==> src/rtl/intr_ctrl.sv <==
// intr_ctrl: interrupt/exception sequencer feeding the SPR file's jisr/eret/mca/rpt.
// Collects pipeline cause pulses and latched external lines, masks them with sr,
// issues a one-cycle jisr or eret pulse, then flushes for FLUSH_CYCLES cycles.
// The boot jisr (cause 0) is issued on the first edge after reset.
// Optional: define INTR_STATS_EN to add the intr_count / last_il statistics ports.
module intr_ctrl #(
  parameter int N_EXT        = 16,  // external lines occupy cause bits 7..22
  parameter int FLUSH_CYCLES = 2    // 1..15
) (
  input  logic             clk,
  input  logic             reset,
  input  logic             instr_valid,
  input  logic             ill,
  input  logic             mal,
  input  logic             pff,
  input  logic             pfls,
  input  logic             sysc,
  input  logic             ovf,
  input  logic [N_EXT-1:0] ext_irq,
  input  logic             eret_req,
  input  logic [31:0]      sr,
  output logic             jisr,
  output logic             eret,
  output logic [22:0]      mca,
  output logic             rpt,
  output logic [4:0]       il,
  output logic             flush,
  output logic             busy,
  output logic [N_EXT-1:0] ext_pend
`ifdef INTR_STATS_EN
  ,
  output logic [31:0]      intr_count,
  output logic [4:0]       last_il
`endif
);

  typedef enum logic [2:0] {BOOT, RUN, JISR, ERET, FLUSH} state_t;

  state_t           state, nxt;
  logic [3:0]       cnt, cnt_d;
  logic [22:0]      ca, mc;
  logic [4:0]       lo;
  logic [22:0]      mca_d;
  logic [4:0]       il_d;
  logic             rpt_d;
  logic [N_EXT-1:0] pend_d;

  // Cause vector, mask, and lowest-index priority pick (only meaningful in RUN)
  always_comb begin
    ca       = '0;
    ca[6:1]  = {ovf, sysc, pfls, pff, mal, ill} & {6{instr_valid}};
    ca[22:7] = ext_pend | ext_irq;
    mc       = {ca[22:6] & sr[22:6], ca[5:0]};
    lo       = 5'd0;
    for (int i = 22; i >= 0; i--)
      if (mc[i]) lo = 5'(i);
  end

  // Next-state and next-output logic; every output is registered from these
  always_comb begin
    nxt    = state;
    cnt_d  = cnt;
    mca_d  = mca;
    il_d   = il;
    rpt_d  = rpt;
    pend_d = ext_pend | ext_irq;  // external lines are never lost outside RUN
    case (state)
      BOOT: begin
        nxt   = JISR;
        mca_d = 23'h000001;
        il_d  = 5'd0;
        rpt_d = 1'b0;
      end
      RUN: begin
        if (mc != '0) begin
          nxt    = JISR;
          mca_d  = mc;
          il_d   = lo;
          rpt_d  = (lo == 5'd3) || (lo == 5'd4);
          // taken external interrupts are consumed on the same edge
          pend_d = (ext_pend | ext_irq) & ~mc[22:7];
        end else if (eret_req && instr_valid) begin
          nxt   = ERET;
          mca_d = '0;
          rpt_d = 1'b0;
        end
      end
      JISR, ERET: begin
        nxt   = FLUSH;
        cnt_d = 4'(FLUSH_CYCLES - 1);
      end
      FLUSH: begin
        if (cnt == 4'd0) nxt = RUN;
        else             cnt_d = cnt - 4'd1;
      end
      default: nxt = BOOT;
    endcase
  end

  // State, counter and registered outputs
  always_ff @(posedge clk) begin
    if (reset) begin
      state    <= BOOT;
      cnt      <= '0;
      ext_pend <= '0;
      jisr     <= 1'b0;
      eret     <= 1'b0;
      flush    <= 1'b0;
      busy     <= 1'b1;
      mca      <= '0;
      il       <= '0;
      rpt      <= 1'b0;
    end else begin
      state    <= nxt;
      cnt      <= cnt_d;
      ext_pend <= pend_d;
      jisr     <= (nxt == JISR);
      eret     <= (nxt == ERET);
      flush    <= (nxt == JISR) || (nxt == ERET) || (nxt == FLUSH);
      busy     <= (nxt != RUN);
      mca      <= mca_d;
      il       <= il_d;
      rpt      <= rpt_d;
    end
  end

`ifdef INTR_STATS_EN
  // Count jisr cycles (boot included) and remember the last taken index
  always_ff @(posedge clk) begin
    if (reset) begin
      intr_count <= '0;
      last_il    <= '0;
    end else if (jisr) begin
      intr_count <= intr_count + 32'd1;
      last_il    <= il;
    end
  end
`endif

endmodule
==> config.mk <==
export PLATFORM = sky130hd
export DESIGN_NAME = intr_ctrl
export DESIGN_NICKNAME = d
export VERILOG_FILES = /design/src/rtl/intr_ctrl.sv
export SDC_FILE = /design/constraint.sdc
export NUM_CORES = 1
export LEC_CHECK = 0
export BUFFER_PORTS_ARGS = -buffer_cell sky130_fd_sc_hd__buf_2
export CAP_MARGIN = 40
export CORE_ASPECT_RATIO = 0.75
export CORE_MARGIN = 8
export CORE_UTILIZATION = 53
export CTS_BUF_LIST = sky130_fd_sc_hd__clkbuf_8
export CTS_CLUSTER_DIAMETER = 50
export DETAILED_ROUTE_END_ITERATION = 8
export PLACE_DENSITY = 0.84
export SLEW_MARGIN = 20
export SYNTH_ARGS = -nofsm -noshare
export SYNTH_HDL_FRONTEND = slang
export SYNTH_SLANG_ARGS = --single-unit
==> constraint.sdc <==
create_clock -name clk -period 4.38 [get_ports clk]
set_clock_uncertainty 0.2 [all_clocks]
set_input_delay 0.219 -clock clk [delete_from_list [all_inputs] [get_ports clk]]
set_output_delay 0.219 -clock clk [all_outputs]
set_load 0.02 [all_outputs]
# Word level (Yosys, flattened, before mapping)
# Index checks and enable logic that the tools add are counted.
# Widths: inputs -> output; s select.
[op_classes]
n_addsub = 1
eq_ne = 13
mux = 38
bitwise_logic = 5
n_reduce_logical = 13
[ops]
columns = ["cell", "count"]
rows = [
  ["$mux 5", 23],
  ["$mux 23", 2],
  ["$pmux 23 s2", 1],
  ["$mux 16", 2],
  ["$reduce_bool 23->1", 1],
  ["$and 17x17->17", 1],
  ["$and 16x16->16", 1],
  ["$not 16->16", 1],
  ["$or 16x16->16", 1],
  ["$eq 3x2->1 const B", 4],
  ["$pmux 3 s4", 1],
  ["$pmux 5 s2", 1],
  ["$mux 3", 3],
  ["$pmux 4 s2", 1],
  ["$and 6x6->6", 1],
  ["$eq 3x3->1 const B", 2],
  ["$reduce_and 2->1", 3],
  ["$eq 5x2->1 const B", 1],
  ["$eq 5x3->1 const B", 1],
  ["$logic_not 4->1", 1],
  ["$mux 4", 1],
  ["$ne 2x2->1 const B", 2],
  ["$reduce_bool 2->1", 2],
  ["$sub 4x1->4 const B", 1],
  ["9 further kinds", 12],
]
[word_totals]
ff_bits = 56
in_bits = 58
wordCells = 80

# Longest topological paths before layout
[depth]
word_depth = 28
ltp_mapped = 8
depth_no_buf = 7

# Least setup slack after synthesis
# No wires, ideal clock.
[synth_timing]
kind = "register -> register"
start = "reg ext_pend[10]"
end = "reg mca[17]"
setup_time_ns = 0.134
t_arrival_ns = 1.747
required_ns = 4.046
setup_slack_ns = 2.299
stages_incl_launch_ff = 8
path_buffers = 2
period_less_slack_ns = 2.081
cell_sequence = "dfxtp_1 o21ai_0 and4_1 and3_1 buf_6 a21oi_2 buf_2 o22ai_1"
[synth_via]
elab_chain_cells = 5
word_cells_on_any_way = 7
cone_classes = "1 x eq/ne; 2 x mux; 2 x bitwise; 2 x reduce/logical"
[synth_rtl]
columns = ["element", "line", "rtl"]
rows = [
  ["start, declared", "29", "output logic [N_EXT-1:0] ext_pend"],
  ["start signal, assigned", "116", "ext_pend <= pend_d;"],
  ["$or 16x16->16 (*)", "52", "ca[22:7] = ext_pend | ext_irq;"],
  ["$and 17x17->17 (*)", "53", "mc = {ca[22:6] & sr[22:6], ca[5:0]};"],
  ["$reduce_bool 23->1", "75", "if (mc != '0) begin"],
  ["$mux 23 or $ne 3x3->1 (tied branches)", "-", ""],
  ["$pmux 23 s2 or $reduce_and 2->1 (tied branches)", "-", ""],
  ["end signal, assigned", "121", "mca <= mca_d;"],
  ["end, declared", "24", "output logic [22:0] mca,"],
]
# Mark *: on every way between the ends. The rest lies on a longest branch, timed or not.
# A chain may end at the register's enable or synchronous reset.

# Final worst setup path
[layout_timing]
start = "reg ext_pend[10]"
end = "reg ext_pend[1]"
[layout_via]
elab_chain_cells = 5
[layout_rtl]
columns = ["element", "line", "rtl"]
rows = [
  ["$or 16x16->16", "52", ""],
  ["$and 17x17->17", "53", ""],
  ["$reduce_bool 23->1", "75", ""],
  ["$mux 16", "75", ""],
  ["$mux 16", "67", "case (state)"],
]
# Every way passes these cells.

==> qor.txt <==
switching share of power: 0.2983
clock sink count: 56
initial core utilization: 0.5397
Via density: 5.754
top-area cell type share of the netlist area: 0.4312
Die ar.: 7426 um2
slew of the pin with the lowest slew margin: 0.7153 ns
Routed WL: 7628 um
Post-CTS Setup Inserts: 0
largest net degree at the start of global routing: 41
synth-to-layout area growth: 29.11%
top-count cell post-synth: dfxtp_1
Fin. Hold Viols: 0
Int Pwr: 724.1 uW
drt pass-1 iters: 4
worst min path class: input pin to register
worst reg-to-reg path cell count: 6
Max Cap Viol: 0
drt drc: 0
Die Ht: 76.66 um
main flop type after synthesis: dfxtp_1
crit-path max FO: 15
Total Nets Final: 463
Finished Core Util: 0.6969
synth warn: 0
outcome: finished clean
I/O pins: 107
total negative setup slack: 0 ns
Longest Clk Path Bufs: 2
Slew HR: 0.5181
Post-synth top cells: 56 x dfxtp_1, 37 x nor2_1, 26 x inv_1, 15 x o21ai_0, 15 x o22ai_1
drt initial violations: 178
H-tree lvl count: 2
mean area per synthesized cell: 8.725 um2
clock power share: 0.267
Worst Hold Path Cells: 3
IO buf count: 91
Seq cells post-synth: 56
CP Launch Type: register
Storage cell area: 1121 um2
gr ovfl total: 0
min Tclk post-route: 3.095 ns
area of the multi-input gates: 1305 um2
row cnt: 22
CP Class: register to register
critical path required time: 4.44 ns
Total Power: 1.032 mW
clock latency on the worst-skew pair: 0.32 ns
ANT cells: 0
post-CTS resize count: 0
global-route wire length before repair: 12,630 um
Seq pwr share: 0.531
combinational power share: 0.202
initial antenna violation count: 0
crit end category: register
GR Util All Layers: 0.1997
Die W: 96.88 um
Leakage: 1.388 nW
Netlist cell types: 56
Fillers: 404
CTS tree: done
vias in the first global route: 2,666
via count: 2,670
Max Transition Viols Final: 0
ranking of synthesized cells by area: dfxtp_1 43%, nor2_1 5.3%, a211oi_2 4.8%, a211oi_1 4.0%, inv_1 3.8%
Synth Instances: 298
worst vdd ir: 0.0002273 V
Pwr Density: 307.4 nW/um2
setup violators final: 0
Fmax achieved: 0.3231 GHz
Cell Area, Synth: 2600 um2
Critical Path AT: 3.16 ns
Net Sw Power: 307.8 uW
Syn Nets: 357
post-synth top area cell: dfxtp_1
root buffer cell: clkbuf_8
EDFF count, synth: 0
dpl hpwl: 5456 um
sequential share of the synthesized area: 0.4312
antenna-violating nets left: 0
asr flop ratio synth: 0
part of the cycle the worst path needs: 0.7066
CTS buffer count: 5
Final Wtd Congestion: 0.8354
share of cells above drive strength 1: 0.2970
core area: 4817 um2
RSZ-0062 raised after global routing: no
CTS clk-pin slew, worst paths: 0.10 ns
Routed WL per cell: 16.44 um
==> per-layer routing <==
layer | part of all wire | up-vias | track usage
met2 | 0.46 | 96 | 0.3151
met1 | 0.44 | 1254 | 0.2453
li1 | - | 1307 | -
met4 | 0.019 | 0 | 0.07198
met5 | 0 | - | 0
met3 | 0.081 | 13 | 0.06983
==> power groups by stage <==
stage                     combinational [mW]  sequential [mW]  clock (mW)
after global routing                   0.229            0.552       0.297
final                                  0.208            0.548       0.275
after global placement                 0.183            0.558           0
after floorplan                        0.105            0.575           0
after detailed placement               0.188            0.559           0
after CTS                              0.202            0.548       0.279
==> flip-flops by register name, summed over array words and instances, names as in the netlist <==
| signal | count |
|---|---|
| mca | 23 |
| ext_pend | 16 |
| il | 5 |
| cnt | 4 |
| state | 3 |
| busy | 1 |
| eret | 1 |
| flush | 1 |
| jisr | 1 |
| rpt | 1 |
==> cell type report <==
cell class,instances,share of cell area
inverters,26,0.02907
repair buffers,112,0.2016
multi-input cells,203,0.3887
well taps,60,0.02236
clock inverters,2,0.003727
clock buffers,5,0.02050
flip-flops and latches,56,0.3340
==> worst max-delay path, stage by stage, from the launching register on <==
cell and delay (ns):
dfxtp_1 0.33, o21ai_0 0.57, and4_1 0.35, and3_1 0.44, a21oi_4 0.26, a211oi_1 0.30
dlygate4sd3_1 0.59
==> per-stage QoR <==
step           worst slack [ns]  instances  area [um2]  hold WS (ns)
6_report                  1.285        464        3357      0.001596
5_1_grt                   1.017        464        3357      0.009094
4_1_cts                   1.352        462        3326      0.003762
3_5_place_dp              1.708        436        3054        0.2211
3_3_place_gp              1.740        436        3054        0.2115
2_1_floorplan             2.299        298        2600        0.1114
==> path summary, 6_finish.rpt <==
| check | slack, ns | end | from |
|---|---|---|---|
| max | 1.29 | ext_pend[1] | ext_pend[10] |
| min | 0.002 | ext_pend[2] | ext_irq[2] |
| max reg2reg | 1.29 | ext_pend[1] | ext_pend[10] |
| min reg2reg | 0.26 | mca[11] | mca[11] |
==> cell usage in the layout, fill, tap and decap left out, types with 4 or more instances in the layout <==
cell           instances
nand3_1                5
dlygate4sd3_1         19
inv_1                 26
o21ai_0               15
o22ai_1               15
nand2b_1               4
o32ai_1                4
a211oi_1              14
dfxtp_1               56
a21oi_1               10
a211oi_2              10
clkbuf_8               5
o21ai_1                4
o21a_1                 7
nor2_1                37
buf_2                 91
nand2_1               13
a31oi_1                5
nor3_1                 8
==> cells by family (layout without fill, tap and decap cells) <==
family,count (synthesis),in the layout,share of synthesized area
buf+inv,39,145,0.06689
simple gates,95,95,0.1862
flops,56,56,0.4312
compound gates,105,105,0.3042
xor+xnor,2,2,0.006738
fa+ha+maj,1,1,0.004812
==> what timing repair did <==
item	4_1_cts	5_1_grt
setup endpoints to repair	0	0
hold endpoints to repair	18	0
hold buffers	19	0
Power figures use the tool's default switching activity.
